<file path="config.mk">
export PLATFORM = sky130hd
export DESIGN_NAME = wb_port_arbiter
export DESIGN_NICKNAME = d
export VERILOG_FILES = /design/src/rtl/wb_port_arbiter.sv
export SDC_FILE = /design/constraint.sdc
export NUM_CORES = 1
export LEC_CHECK = 0
export CAP_MARGIN = 20
export CORE_ASPECT_RATIO = 1.5
export CORE_MARGIN = 3
export CORE_UTILIZATION = 39
export CTS_CLUSTER_DIAMETER = 40
export DETAILED_ROUTE_END_ITERATION = 8
export PLACE_DENSITY = 0.68
export SETUP_SLACK_MARGIN = 0.2
export SLEW_MARGIN = 40
export SYNTH_ARGS = -nofsm -noshare
export SYNTH_HDL_FRONTEND = slang
export SYNTH_SLANG_ARGS = --single-unit
</file>
<file path="constraint.sdc">
create_clock -name clk -period 2.88 [get_ports clk]
set_clock_uncertainty 0.05 [all_clocks]
set_input_delay 0.72 -clock clk [delete_from_list [all_inputs] [get_ports clk]]
set_output_delay 0.72 -clock clk [all_outputs]
set_load 0.05 [all_outputs]
</file>
<file path="src/rtl/wb_port_arbiter.sv">
// Register-file write-port arbiter: W stage first, long-unit results queued behind it.
// Define WBARB_BYPASS_EN to let a result skip an empty buffer and write the same cycle.
module wb_port_arbiter #(
    parameter int DEPTH    = 2,
    parameter int MAX_WAIT = 4
) (
    input  logic                    clk,
    input  logic                    reset,
    input  logic                    RegWriteW,
    input  logic [4:0]              RdW,
    input  logic [31:0]             ResultW,
    input  logic                    LuValid,
    input  logic [4:0]              LuRd,
    input  logic [31:0]             LuData,
    output logic                    LuReady,
    output logic                    PipeHold,
    output logic                    RfWe,
    output logic [4:0]              RfRd,
    output logic [31:0]             RfWd,
    output logic [$clog2(DEPTH):0]  LuPending
);
    localparam int AW = $clog2(DEPTH);
    localparam int CW = AW + 1;
    localparam int WW = $clog2(MAX_WAIT + 1);

    typedef enum logic [1:0] {IDLE, PEND, HOLD} state_e;

    state_e           state_q, state_d;
    logic [WW-1:0]    wait_q, wait_d;
    logic [CW-1:0]    cnt_q, cnt_d;
    logic [AW-1:0]    rptr_q, rptr_d;
    logic [AW-1:0]    wptr_q, wptr_d;
    logic [DEPTH-1:0] live_q, live_d;
    logic [4:0]       rd_q   [DEPTH];
    logic [31:0]      data_q [DEPTH];

    logic          pipe_eff, acc, push, byp_wr;
    logic          live0, dead0, live1, kill_head;
    logic [1:0]    npop;
    logic [AW-1:0] h1;

    always_comb begin
        h1        = rptr_q + AW'(1);
        PipeHold  = (state_q == HOLD);
        LuReady   = reset && (cnt_q != CW'(DEPTH));
        pipe_eff  = reset && RegWriteW && (RdW != 5'd0) && !PipeHold;
        acc       = LuValid && LuReady;
        live0     = (cnt_q != '0) && live_q[rptr_q];
        dead0     = (cnt_q != '0) && !live_q[rptr_q];
        live1     = (cnt_q > CW'(1)) && live_q[h1];
        byp_wr    = 1'b0;
`ifdef WBARB_BYPASS_EN
        byp_wr    = acc && (cnt_q == '0) && !pipe_eff && (LuRd != 5'd0);
`endif
        push      = acc && (LuRd != 5'd0) && !byp_wr;
        kill_head = pipe_eff && live0 && (rd_q[rptr_q] == RdW);

        RfWe = 1'b0;
        RfRd = '0;
        RfWd = '0;
        npop = 2'd0;
        if (pipe_eff) begin
            RfWe = 1'b1;
            RfRd = RdW;
            RfWd = ResultW;
            npop = {1'b0, dead0};
        end else if (live0) begin
            RfWe = 1'b1;
            RfRd = rd_q[rptr_q];
            RfWd = data_q[rptr_q];
            npop = 2'd1;
        end else if (dead0 && live1) begin
            // dead head retires for free, the next live entry takes the slot
            RfWe = 1'b1;
            RfRd = rd_q[h1];
            RfWd = data_q[h1];
            npop = 2'd2;
        end else if (byp_wr) begin
            RfWe = 1'b1;
            RfRd = LuRd;
            RfWd = LuData;
        end else begin
            npop = {1'b0, dead0};
        end

        live_d = live_q;
        if (pipe_eff) begin
            for (int i = 0; i < DEPTH; i++) begin
                if (rd_q[i] == RdW) live_d[i] = 1'b0;
            end
        end
        if (npop != 2'd0) live_d[rptr_q] = 1'b0;
        if (npop == 2'd2) live_d[h1] = 1'b0;
        if (push) live_d[wptr_q] = 1'b1;

        cnt_d  = cnt_q + CW'(push) - CW'(npop);
        rptr_d = rptr_q + AW'(npop);
        wptr_d = wptr_q + AW'(push);

        wait_d = wait_q;
        if (npop != 2'd0 || kill_head) begin
            wait_d = '0;
        end else if (state_q == PEND && live0 && wait_q != WW'(MAX_WAIT)) begin
            wait_d = wait_q + WW'(1);
        end

        state_d = PEND;
        if (cnt_d == '0) begin
            state_d = IDLE;
            wait_d  = '0;
        end else if (state_q == PEND && wait_d == WW'(MAX_WAIT)) begin
            state_d = HOLD;
        end

        LuPending = '0;
        for (int i = 0; i < DEPTH; i++) begin
            LuPending = LuPending + CW'(live_q[i]);
        end
    end

    always_ff @(posedge clk or negedge reset) begin
        if (!reset) begin
            state_q <= IDLE;
            wait_q  <= '0;
            cnt_q   <= '0;
            rptr_q  <= '0;
            wptr_q  <= '0;
            live_q  <= '0;
            for (int i = 0; i < DEPTH; i++) begin
                rd_q[i]   <= '0;
                data_q[i] <= '0;
            end
        end else begin
            state_q <= state_d;
            wait_q  <= wait_d;
            cnt_q   <= cnt_d;
            rptr_q  <= rptr_d;
            wptr_q  <= wptr_d;
            live_q  <= live_d;
            if (push) begin
                rd_q[wptr_q]   <= LuRd;
                data_q[wptr_q] <= LuData;
            end
        end
    end

endmodule

</file>
==> results of run 1 <==
-- critical path, stage by stage (launching register included) --
cell and delay (ps):
dfrtp_4 490, or3b_4 390, a21oi_4 220, buf_12 160, clkbuf_16 160, a221oi_1 100
a211oi_2 300, a21o_4 130, buf_12 120
-- final cells by class --
cell class / instances / area, µm² / share of cell area, %
multi-input cells: 304 / 3210 / 39.3
repair buffers: 176 / 2240 / 27.3
flip-flops and latches: 85 / 2130 / 26.1
clock buffers: 13 / 270 / 3.30
well taps: 156 / 195 / 2.38
clock inverters: 3 / 90.1 / 1.10
inverters: 12 / 45.0 / 0.550
diodes: 1 / 2.50 / 0.0306
-- logic make-up after synthesis --
family,Yosys count,share of synthesized area (%)
DFF,85,42.1
AOI/OAI and AO/OA,158,24.8
buffers and inverters,56,5.53
and+or+nand+nor,36,4.01
muxes,84,18.5
adders and majority gates,7,1.73
xor gates and xnor gates,19,3.30
-- flip-flops by register name, indices dropped and copies added, names as in the netlist --
signal and cells:
data_q 64, rd_q 10, wait_q 3, cnt_q 2
live_q 2, state_q 2, rptr_q 1, wptr_q 1
-- metrics by stage --
stage	TNS, ps	hold WS, ps	area, µm²	total power [mW]
CTS	-7990	430	7980	10.1
global placement	-14210	463	7480	8.32
finish	-9140	414	8190	10.2
floorplan	0	374	5620	6.28
detailed placement	-16380	471	7480	8.50
global route	-12290	465	8190	10.7
-- cells in the final DEF (no fill, tap or decap), types with 2 or more instances in the layout --
| master | synthesis | routed |
|---|---|---|
| a211oi_2 | 0 | 35 |
| a21o_4 | 0 | 34 |
| a21oi_4 | 1 | 2 |
| a221oi_1 | 34 | 33 |
| a222oi_1 | 3 | 3 |
| a22oi_1 | 34 | 32 |
| a22oi_2 | 0 | 2 |
| buf_12 | 0 | 48 |
| buf_2 | 7 | 3 |
| buf_4 | 0 | 35 |
| buf_6 | 8 | 7 |
| bufinv_16 | 0 | 3 |
| clkbuf_16 | 0 | 14 |
| clkbuf_8 | 0 | 3 |
| clkdlybuf4s50_1 | 0 | 69 |
| dfrtp_1 | 85 | 82 |
| dfrtp_2 | 0 | 2 |
| dlygate4sd2_1 | 0 | 6 |
| ha_1 | 7 | 4 |
| ha_2 | 0 | 3 |
| inv_1 | 12 | 11 |
| mux2_2 | 75 | 74 |
| mux2i_1 | 9 | 9 |
| nand2_1 | 3 | 2 |
| nand2b_1 | 2 | 2 |
| nand4_1 | 2 | 2 |
| nor2_1 | 8 | 4 |
| nor2_2 | 0 | 2 |
| nor2_4 | 0 | 2 |
| nor2b_1 | 4 | 3 |
| nor3_1 | 8 | 3 |
| nor3_2 | 0 | 2 |
| nor3_4 | 0 | 3 |
| o22a_1 | 2 | 2 |
| xnor2_1 | 8 | 7 |
| xor2_1 | 11 | 11 |
-- power by group through the flow --
stage | logic [mW] | clock network (mW) | registers [mW]
after global placement | 6.08 | 0 | 2.25
after detailed placement | 6.19 | 0 | 2.31
after global routing | 6.89 | 1.44 | 2.40
final | 6.55 | 1.38 | 2.31
after floorplan | 4.11 | 0 | 2.17
after CTS | 6.37 | 1.40 | 2.29
-- routing by layer --
metal | GRT usage [%] | vias to the layer above | wire (µm)
met5 | 0 | - | 0
met3 | 2.25 | 25 | 470
met4 | 8.82 | 0 | 343
met1 | 23.5 | 2282 | 5830
li1 | - | 2021 | -
met2 | 35.9 | 129 | 8400
-- worst min-delay path by stage --
stage                           startpoint                     end  cells after the start
floorplan                            reset      cnt_q[0]$_DFF_PN0_                      0
global placement    data_q[30]$_DFFE_PN0P_  data_q[30]$_DFFE_PN0P_                      1
global route                         reset     rd_q[8]$_DFFE_PN0P_                      2
CTS                                  reset     rd_q[8]$_DFFE_PN0P_                      2
detailed placement  data_q[23]$_DFFE_PN0P_  data_q[23]$_DFFE_PN0P_                      1
finish                               reset     rd_q[8]$_DFFE_PN0P_                      2
-- timing repair --
item	4_1_cts	5_1_grt
gates cloned	1	5
resized for setup	42	12
endpoints found under the setup margin	45	44
buffers inserted	8	2
pin swaps	12	22
==> results.ini, run 1 <==
[outcome]
status = finished, violations left
violations = setup timing

[pwr]
p_comb_share_pct = 63.9
p_sw_share_pct = 40.9
powerDensity_mw_per_mm2 = 1250
pwr-share-seq_pct = 22.6
switchingPower_mw = 4.18
p_leak_nw = 3.27
p_int_mw = 6.06
clockPowerShare_pct = 13.5
ir_drop_mv = 0.676

[timing]
layout_setup_ws_ps = -314
setup_viol = 38
drv_slew = 0
fin_crit_ps = 3190
rsz0062_at_grt = true
finalHoldViolCount = 0
fin_crit_sh_pct = 111
fmaxAchievable_ghz = 0.313
worst_pin_slew_ps = 752
slew_headroom_pct = 49.9

[clock_network]
cts_tree = built
ctsHoldBuffers = 0
clkSlewWorstSetupHoldPaths_ps = 60
clk_path_buf_depth = 2
h-tree-depth = 3
cts-root-buf = clkbuf_16
cts_made_buffers = 9
clk_latency_ps = 340
cts_sinks = 85

[synth]
seq_area_frac_synth_pct = 42.1
avgSynthCellArea_um2 = 11.3
syn-cell-area_mm2 = 0.00505
synth_edf_count = 0
synth_top_cell_area_share_pct = 42.1
synth.top_cells.by_area = dfrtp_1 (42%), mux2_2 (17%), a221oi_1 (5.9%)
synth_seq_cells = 85
yosys.cell_count.top_type = dfrtp_1
yosys_warnings = 0
async_reset_ff_share_pct = 100
synthCells = 445
yosysUniqueCellTypes = 41
yosys-top-cells-count = dfrtp_1 (85), mux2_2 (75), a211oi_1 (36)
synth_area_leader_cell = dfrtp_1
syn_nets = 530
yosys_most_used_dff = dfrtp_1

[floorplan]
pin_count = 120
dieWidth_um = 98.9
dieArea_mm2 = 0.0144
initial_core_util_pct = 40.2
rows = 50
core_mm2 = 0.0126
die_h_um = 145

[placement]
io_buffer_count = 119
place_inst = 717
dp.final_hpwl_um = 9810
gp_congestion = 0.877
dp_slack_ps = -439

[min_path]
min_path_type = input pin to asynchronous set/reset pin

[setup_path]
start_kind = register
critPathMaxFanout = 9
timing.rr.end = wait_q[2]$_DFF_PN0_
crit_type = register to output port
ff2ff_path_depth = 13
end_kind = output port
cp_data_arrival_time_ps = 2420
reg2reg_from = rptr_q$_DFF_PN0_
r2r_setup_slack_ps = -130
crit_start = rptr_q$_DFF_PN0_
required_ps = 2110
critical_path.endpoint = RfWd[15]

[routing]
num_vias = 4457
ant_nets = 0
first_pass_iters = 6
vias_per_cell = 5.94
drt_wl_total_um = 15000
routedWlPerCell_um = 20.1
drtIter0Drc = 241
detail_route.drc_violations = 0

[layout]
area_growth_pct = 62.2
nets = 673
utilization_pct = 65.1
fillers = 911
drive_gt1_share_pct = 49.4
stdcell_count = 750

[grt]
grt_usage_pct = 20.0
antenna_found_initial = 1
grt_max_degree = 56
grt_pass1_vias = 4553
grt_pass1_wl_um = 23200
grt-ovfl-total = 0

[flow_run]
max_cap_violations = 0

Note: power is estimated with default switching activity, not from simulation.
==> run 2: changes to the inputs <==
--- a/config.mk
+++ b/config.mk
@@ -10,7 +10,9 @@
 export CORE_MARGIN = 3
 export CORE_UTILIZATION = 39
 export CTS_CLUSTER_DIAMETER = 40
+export CTS_CLUSTER_SIZE = 24
 export DETAILED_ROUTE_END_ITERATION = 8
+export GPL_TIMING_DRIVEN = 0
 export PLACE_DENSITY = 0.68
 export SETUP_SLACK_MARGIN = 0.2
 export SLEW_MARGIN = 40
==> results.ini, run 2 (synthesis gave the netlist of run 1 again) <==
[outcome]
status = finished, violations left
violations = setup timing

[pwr]
p_leak_nw = 3.16  ; -3.4%
switchingPower_mw = 4.16  ; -0.69%
p_sw_share_pct = 44.5  ; +3.7 points
ir_drop_mv = 0.736  ; +8.9%
p_int_mw = 5.18  ; -15%
clockPowerShare_pct = 11.7  ; -1.8 points
pwr-share-seq_pct = 25.0  ; +2.4 points
powerDensity_mw_per_mm2 = 1200  ; -4.0%
p_comb_share_pct = 63.3  ; -0.6 points

[clock_network]
h-tree-depth = 3  ; unchanged
cts_tree = built
clk_path_buf_depth = 2  ; unchanged
clkSlewWorstSetupHoldPaths_ps = 60  ; about the same
clk_latency_ps = 340  ; about the same
cts_sinks = 85  ; unchanged
cts-root-buf = clkbuf_16
cts_made_buffers = 9  ; unchanged

[floorplan]
core_mm2 = 0.0126  ; unchanged
initial_core_util_pct = 40.2  ; unchanged
pin_count = 120  ; unchanged
dieWidth_um = 98.9  ; unchanged
die_h_um = 145  ; unchanged
dieArea_mm2 = 0.0144  ; unchanged
rows = 50  ; unchanged

[setup_path]
reg2reg_from = rptr_q$_DFF_PN0_
ff2ff_path_depth = 13  ; unchanged
critPathMaxFanout = 10  ; +1
cp_data_arrival_time_ps = 2420  ; about the same
end_kind = output port
crit_type = register to output port
start_kind = register
timing.rr.end = wait_q[1]$_DFF_PN0_
required_ps = 2110  ; about the same
r2r_setup_slack_ps = 70  ; +200 ps

[layout]
largest_reg_flops = 64  ; unchanged
nets = 673  ; unchanged
fillers = 1011  ; +11%
area_growth_pct = 53.9
utilization_pct = 61.8  ; -3.3 points
drive_gt1_share_pct = 48.9  ; -0.51 points
multi_input_area_mm2 = 0.00323  ; +0.39%
final_common_cell = dfrtp_1
diodes = 0  ; -1
largest_register = data_q
regArea_mm2 = 0.00213  ; -0.18%
largestRegisters = data_q (64), rd_q (10), wait_q (3)
final_cell_mix = dfrtp_1 (83), mux2_2 (74), clkdlybuf4s50_1 (68)

[routing]
num_vias = 4482  ; +0.56%
ant_nets = 0  ; unchanged
detail_route.drc_violations = 0  ; unchanged
routedWlPerCell_um = 21.7  ; +8.0%
drt_wl_total_um = 16200  ; +7.9%
first_pass_iters = 6  ; unchanged
vias_per_cell = 5.98  ; +0.70%
drtIter0Drc = 217  ; -10%

[grt]
antenna_found_initial = 0  ; -1
grt_max_degree = 28  ; -50%
grt_pass1_wl_um = 25700  ; +11%
grt_usage_pct = 22.6  ; +2.6 points
grt_pass1_vias = 4809  ; +5.6%
grt-ovfl-total = 0  ; unchanged

[timing]
drv_slew = 0  ; unchanged
setup_tns_ps = -7990  ; +1150 ps
finalHoldViolCount = 0  ; unchanged
worst_pin_slew_ps = 633  ; -119 ps
layout_setup_ws_ps = -307  ; +6.53 ps
rsz0062_at_grt = true
slew_headroom_pct = 57.6  ; +7.7 points
fmaxAchievable_ghz = 0.314  ; +0.20%
fin_crit_sh_pct = 111  ; -0.23 points
setup_viol = 34  ; -11%
fin_crit_ps = 3190  ; -6.53 ps

[placement]
dp.final_hpwl_um = 11100  ; +14%
gp_congestion = 0.860  ; -2.0%
dp_slack_ps = -1500  ; -1060 ps
io_buffer_count = 114  ; -4.2%

[flow_run]
max_cap_violations = 0  ; unchanged

[min_path]
min_path_type = input pin to asynchronous set/reset pin

run 2: cell types whose count changed in the layout (fill, tap and decap cells not counted), moves of 3 or more:
cell and delta:
clkinv_2 +3, clkbuf_2 +11, buf_8 +9, buf_4 -22, buf_12 -47, clkbuf_8 +5, bufinv_16 -3, buf_2 +3
buf_6 +34
run 2: critical path, stage by stage, from the launching register on:
cell and delay [ps]:
dfrtp_1 370, buf_6 130, or3b_4 380, a21oi_4 170
buf_12 160, buf_6 160, a22oi_1 100, a211oi_2 320
a21o_4 140, buf_6 140
run 2: layout make-up:
type	instances	area share (%)
tap	156	2.51
timing repair buffer	132	19.0
inverter	12	0.579
multi-input combinational	304	41.5
clock inverter	4	0.290
buffer	44	5.41
clock buffer	12	3.30
sequential	85	27.4
run 2: metal layers:
layer	track usage, %	part of all wire (%)
met5	0	0
met4	8.82	2.8
met3	3.31	3.4
met2	41.4	56
met1	25.8	38
run 2: through the flow:
step	total power [mW]	area (µm²)	cells	hold slack, ps
6_report	9.33	7770	749	143
5_1_grt	9.81	7770	749	134
4_1_cts	9.26	7710	744	133
3_5_place_dp	7.69	6980	716	463
3_3_place_gp	7.53	6960	715	457
2_1_floorplan	6.28	5620	445	374
run 2: worst max path at each step:
stage                     endpoint             start  depth (start not counted)  slack [ps]
after floorplan           RfWd[28]            RdW[2]                          8         160
after global placement    RfWd[30]             reset                          8       -4470
after detailed placement  RfWd[30]             reset                          9       -1500
after CTS                 RfWd[25]  rptr_q$_DFF_PN0_                          9        -300
after global routing      RfWd[29]  rptr_q$_DFF_PN0_                          9        -350
final                     RfWd[31]  rptr_q$_DFF_PN0_                          9        -310
run 2: power by group through the flow:
stage          Combinational, mW  Clock, mW  Sequential, mW
3_3_place_gp                5.28          0            2.25
3_5_place_dp                5.39          0            2.31
5_1_grt                     6.24       1.17            2.40
4_1_cts                     5.84       1.11            2.30
6_report                    5.91       1.09            2.33
2_1_floorplan               4.11          0            2.17
run 2: repair_timing:
action                                  CTS  global route
pin swaps                                28            22
hold buffers                              0             0
endpoints found under the setup margin  121            78
buffers inserted                          9             4
resized for setup                       340             8
gates cloned                              3             1
